--- src/rtl/board_diff.sv ---
// Board-frame differ: scans a received 9x9 board against the last accepted one,
// one cell per cycle, and reports a single new stone placement, change count and frame error.
module board_diff #(
  parameter int ROWS = 9,
  parameter int COLS = 9,
  localparam int BOARD_W = ROWS * COLS * 2
) (
  input  logic               clk_in,
  input  logic               rst_in,
  input  logic               ready_in,
  input  logic [BOARD_W-1:0] board_in,
  output logic               move_valid,
  output logic [3:0]         move_row,
  output logic [3:0]         move_col,
  output logic [1:0]         move_color,
  output logic [6:0]         change_count,
  output logic               frame_err,
  output logic               overrun,
  output logic [BOARD_W-1:0] board_out
);

  localparam logic [3:0] LAST_ROW = 4'(ROWS - 1);
  localparam logic [3:0] LAST_COL = 4'(COLS - 1);

  typedef enum logic [1:0] {IDLE, SCAN, REPORT} state_t;
  state_t state, state_nxt;

  logic               ready_last;
  logic [BOARD_W-1:0] cur, prev;
  logic [3:0]         row, col, lat_row, lat_col;
  logic [6:0]         idx, chg_cnt, add_cnt;
  logic [1:0]         lat_color;
  logic               err;
  logic               frame_edge, start, scan_en, report_en, busy, last_cell;
  logic [1:0]         cur_cell, prev_cell;

  assign frame_edge = ready_in && !ready_last;
  assign last_cell  = (row == LAST_ROW) && (col == LAST_COL);
  // idx walks alongside row/col so the cell select needs no divider
  assign cur_cell   = cur[{idx, 1'b0} +: 2];
  assign prev_cell  = prev[{idx, 1'b0} +: 2];
  assign board_out  = prev;

  always_ff @(posedge clk_in) begin
    if (rst_in) state <= IDLE;
    else        state <= state_nxt;
  end

  always_comb begin
    state_nxt = state;
    case (state)
      IDLE:    if (frame_edge) state_nxt = SCAN;
      SCAN:    if (last_cell)  state_nxt = REPORT;
      REPORT:  state_nxt = IDLE;
      default: state_nxt = IDLE;
    endcase
  end

  always_comb begin
    start     = (state == IDLE) && frame_edge;
    scan_en   = (state == SCAN);
    report_en = (state == REPORT);
    busy      = (state != IDLE);
  end

  always_ff @(posedge clk_in) begin
    if (rst_in) begin
      ready_last   <= 1'b1;
      cur          <= '0;
      prev         <= '0;
      row          <= '0;
      col          <= '0;
      idx          <= '0;
      chg_cnt      <= '0;
      add_cnt      <= '0;
      err          <= 1'b0;
      lat_row      <= '0;
      lat_col      <= '0;
      lat_color    <= '0;
      move_valid   <= 1'b0;
      move_row     <= '0;
      move_col     <= '0;
      move_color   <= '0;
      change_count <= '0;
      frame_err    <= 1'b0;
      overrun      <= 1'b0;
    end else begin
      ready_last <= ready_in;
      move_valid <= 1'b0;
      overrun    <= busy && frame_edge;
      if (start) begin
        cur     <= board_in;
        chg_cnt <= '0;
        add_cnt <= '0;
        err     <= 1'b0;
        row     <= '0;
        col     <= '0;
        idx     <= '0;
      end
      if (scan_en) begin
        if (cur_cell != prev_cell) chg_cnt <= chg_cnt + 7'd1;
        if (prev_cell == 2'b00 && cur_cell != 2'b00 && cur_cell != 2'b11) begin
          add_cnt   <= add_cnt + 7'd1;
          lat_row   <= row;
          lat_col   <= col;
          lat_color <= cur_cell;
        end
        if (cur_cell == 2'b11) err <= 1'b1;
        idx <= idx + 7'd1;
        if (col == LAST_COL) begin
          col <= '0;
          row <= row + 4'd1;
        end else begin
          col <= col + 4'd1;
        end
      end
      if (report_en) begin
        change_count <= chg_cnt;
        frame_err    <= err;
        // a frame carrying an invalid code is never accepted as the reference board
        if (!err) prev <= cur;
        if (!err && add_cnt == 7'd1) begin
          move_valid <= 1'b1;
          move_row   <= lat_row;
          move_col   <= lat_col;
          move_color <= lat_color;
        end
      end
    end
  end

endmodule

--- config.mk ---
export PLATFORM = sky130hd
export DESIGN_NAME = board_diff
export DESIGN_NICKNAME = d
export VERILOG_FILES = /design/src/rtl/board_diff.sv
export SDC_FILE = /design/constraint.sdc
export NUM_CORES = 1
export LEC_CHECK = 0
export ABC_CLOCK_PERIOD_IN_PS = 5080
export CORE_ASPECT_RATIO = 1.2
export CORE_MARGIN = 2
export CORE_UTILIZATION = 50
export CTS_CLUSTER_DIAMETER = 150
export DETAILED_ROUTE_END_ITERATION = 12
export GPL_TIMING_DRIVEN = 0
export PLACE_DENSITY_LB_ADDON = 0.15
export SYNTH_ARGS = -nofsm -noshare
export SYNTH_HDL_FRONTEND = slang
export SYNTH_SLANG_ARGS = --single-unit
--- constraint.sdc ---
create_clock -name clk_in -period 5.08 [get_ports clk_in]
set_input_delay 1.016 -clock clk_in [delete_from_list [all_inputs] [get_ports clk_in]]
set_output_delay 1.016 -clock clk_in [all_outputs]
set_load 0.05 [all_outputs]
==> flow_summary.yaml <==
status:
  status: "complete, no violations"
routing:
  drt-initial-drc-count: 1345
  drt-vias-per-instance: 5.76
  postRouteAntennaNets: 0
  vias: 16381
  wl_per_cell_um: 21.1
  wl_um: 60000
  drc: 0
  drt_pass1_iterations: 6
grt:
  grt_usage: 0.337
  antenna_found_initial: 0
  grt_first_pass_wirelength_um: 89300
  grt_max_degree: 15
  overflow: 0
  grt_pass1_vias: 15677
cts:
  clock_latency_ns: 0.54
  htreeDepth: 2
  ctsResizeCount: 0
  post_cts_buffers: 0
  cts_buffers: 39
  clock-root-buffer: "clkbuf_16"
  numClockSinks: 387
  cts_buffer_depth: 3
  clk_pin_slew_ns: 0.06
  cts_hold_buf: 0
  cts_tree: "yes"
job:
  cap_violations: 0
hold_path:
  min_path_type: "reg -> reg"
timing:
  post-route-min-period_ns: 4.58
  fmax_mhz: 218
  max_slew_margin: 0.192
  rsz0062_at_grt: "no"
  tns_ns: 0
  timing_hold_violations_final: 0
  fin_worst_skew_ns: 0.0162
  finalMaxSlewViolations: 0
  setup_violations: 0
  fin_crit_sh: 0.902
  worst_slew_pin_slew_ns: 1.21
worst_setup_path:
  cp_max_fo: 10
  critPathLaunch: "idx[2]"
  cp.arrival_ns: 4.96
  reg2reg_to: "chg_cnt[3]"
  critPathKind: "reg -> reg"
  cp-start-kind: "flop"
  worst_setup_path_end_kind: "flop"
  cp_data_required_time_ns: 5.46
  crit_end: "chg_cnt[3]"
  timing.reg2reg.setup_slack_ns: 0.50
  worstRegToRegCells: 9
  r2r-start: "idx[2]"
synthesis:
  netlist_area_um2: 16700
  syn_inst: 1983
  synth_warnings: 0
  synth-edff-count: 0
  synth_nets: 2156
  synth_cell_types: 62
  ys.flop_type: "dfxtp_1"
  yosysMostFrequentCell: "nand2_1"
  ys_async_sr_fraction: 0
  syn_avg_cell_area_um2: 8.43
  postSynthRegisterBits: 387
  synth_top_cell_by_area: "dfxtp_1"
  synthTopCellsByCount: "686 x nand2_1, 387 x dfxtp_1, 363 x a21oi_1"
  synth_top_area_frac: 0.464
  ys_top_cells_by_area: "dfxtp_1 46%, nand2_1 15%, a21oi_1 11%, mux4_2 8.5%, clkbuf_1 2.9%"
  yosysSeqAreaShare: 0.464
cells_and_area:
  multi_input_area_um2: 8240
  final_cell_area_um2: 22000
  final.fill_count: 2828
  area_growth_pct: 31.7
  layout-drive-gt1-share: 0.0697
  final-seq-area_um2: 7750
  n_antenna_cell: 0
  post-route-util: 0.666
  final_nets: 2543
place:
  placed_area_um2: 20700
  gp_congestion: 0.959
  portBuffers: 346
  hpwlAfterDp_um: 45000
die:
  die-height_um: 204
  io_pins: 347
  die_w_um: 171
  dieArea_um2: 34900
  start_util: 0.505
  core_um2: 33100
  row_count: 73
power:
  cellPowerDensity_nw_per_um2: 293
  ir_drop_uv: 247
  p_leak_nw: 7.23
-- flip-flops by register name, indices dropped and copies added (netlist names), 2 cells and up --
| signal | flops |
|---|---|
| move_col | 4 |
| move_color | 2 |
| col | 4 |
| chg_cnt | 7 |
| change_count | 7 |
| lat_col | 4 |
| board_out | 162 |
| move_row | 4 |
| state | 2 |
| lat_row | 4 |
| add_cnt | 7 |
| cur | 162 |
| row | 4 |
| lat_color | 2 |
| idx | 7 |
-- metal layers --
layer | up-vias | global-route usage | part of all wire
met2 | 852 | 0.571 | 0.48
li1 | 7568 | - | -
met3 | 185 | 0.0747 | 0.088
met5 | - | 0 | 0
met1 | 7776 | 0.403 | 0.37
met4 | 0 | 0.171 | 0.056
-- report_power, final --
| group | total (W) | internal (W) | switching [W] |
|---|---|---|---|
| registers | 0.00312 | 0.00308 | 0.0000401 |
| logic | 0.000429 | 0.000201 | 0.000229 |
| clock network | 0.00289 | 0.00169 | 0.00121 |
| total | 0.00644 | 0.00497 | 0.00148 |
-- kinds of logic (layout without fill, tap and decap cells) --
kind of cell | count (synthesis) | in the layout | share of synthesized area
compound gates | 445 | 445 | 0.147
xor+xnor | 4 | 4 | 0.00255
fa+ha+maj | 8 | 8 | 0.00599
buf+inv | 171 | 584 | 0.0434
flops | 387 | 387 | 0.464
mux | 119 | 119 | 0.130
simple gates | 849 | 849 | 0.207
-- cell type report --
class,instances,share of cell area
Timing Repair Buffer,346,0.157
Buffer,161,0.0313
Inverter,10,0.00171
Tap cell,450,0.0256
Sequential cell,387,0.352
Multi-Input combinational cell,1425,0.374
Clock inverter,13,0.00534
Clock buffer,54,0.0525
-- worst max-delay path, cell delays in order, from the launching register on --
cell and delay (ns):
dfxtp_1 0.30, clkbuf_1 0.32, clkbuf_1 0.58, clkbuf_1 0.78, mux4_2 0.44, nor2b_4 0.15
a2111oi_4 0.67, mux2i_1 0.42, nand3_1 0.25, o311ai_0 0.51
-- layout by cell type, fill, tap and decap left out, drive strengths merged, types with 5 or more instances in the layout --
cell and instances:
mux2i 38, mux4 74, clkbuf 185, o21a 5, nand3b 5, dfxtp 387, nor2 42, o211ai 15
and3 6, a22oi 6, inv 10, ha 8, nor2b 12, nand3 33, o311ai 6, a21oi 364
nand2 686, nand2b 11, buf 30, nor3 18, clkinv 10, o21ai 17, mux2 7, or3 8
clkdlybuf4s50 346
-- per-stage QoR --
step	power [W]	hold WS [ns]	instances	setup slack [ns]
2_1_floorplan	0.00337	0.440	1983	1.88
3_3_place_gp	0.00360	0.446	2779	0.822
3_5_place_dp	0.00361	0.451	2779	0.657
4_1_cts	0.00643	0.459	2846	0.634
5_1_grt	0.00660	0.466	2846	0.394
6_report	0.00644	0.455	2846	0.498
-- worst min path at each step --
stage                    startpoint               to  slack [ns]  cells after the start
global placement    change_count[6]  change_count[6]        0.45                      2
finish                    frame_err        frame_err        0.46                      2
detailed placement        frame_err        frame_err        0.45                      2
global route              frame_err        frame_err        0.47                      2
floorplan                  cur[106]   board_out[106]        0.44                      2
CTS                       frame_err        frame_err        0.46                      2
Note: power is estimated with default switching activity, not from simulation.
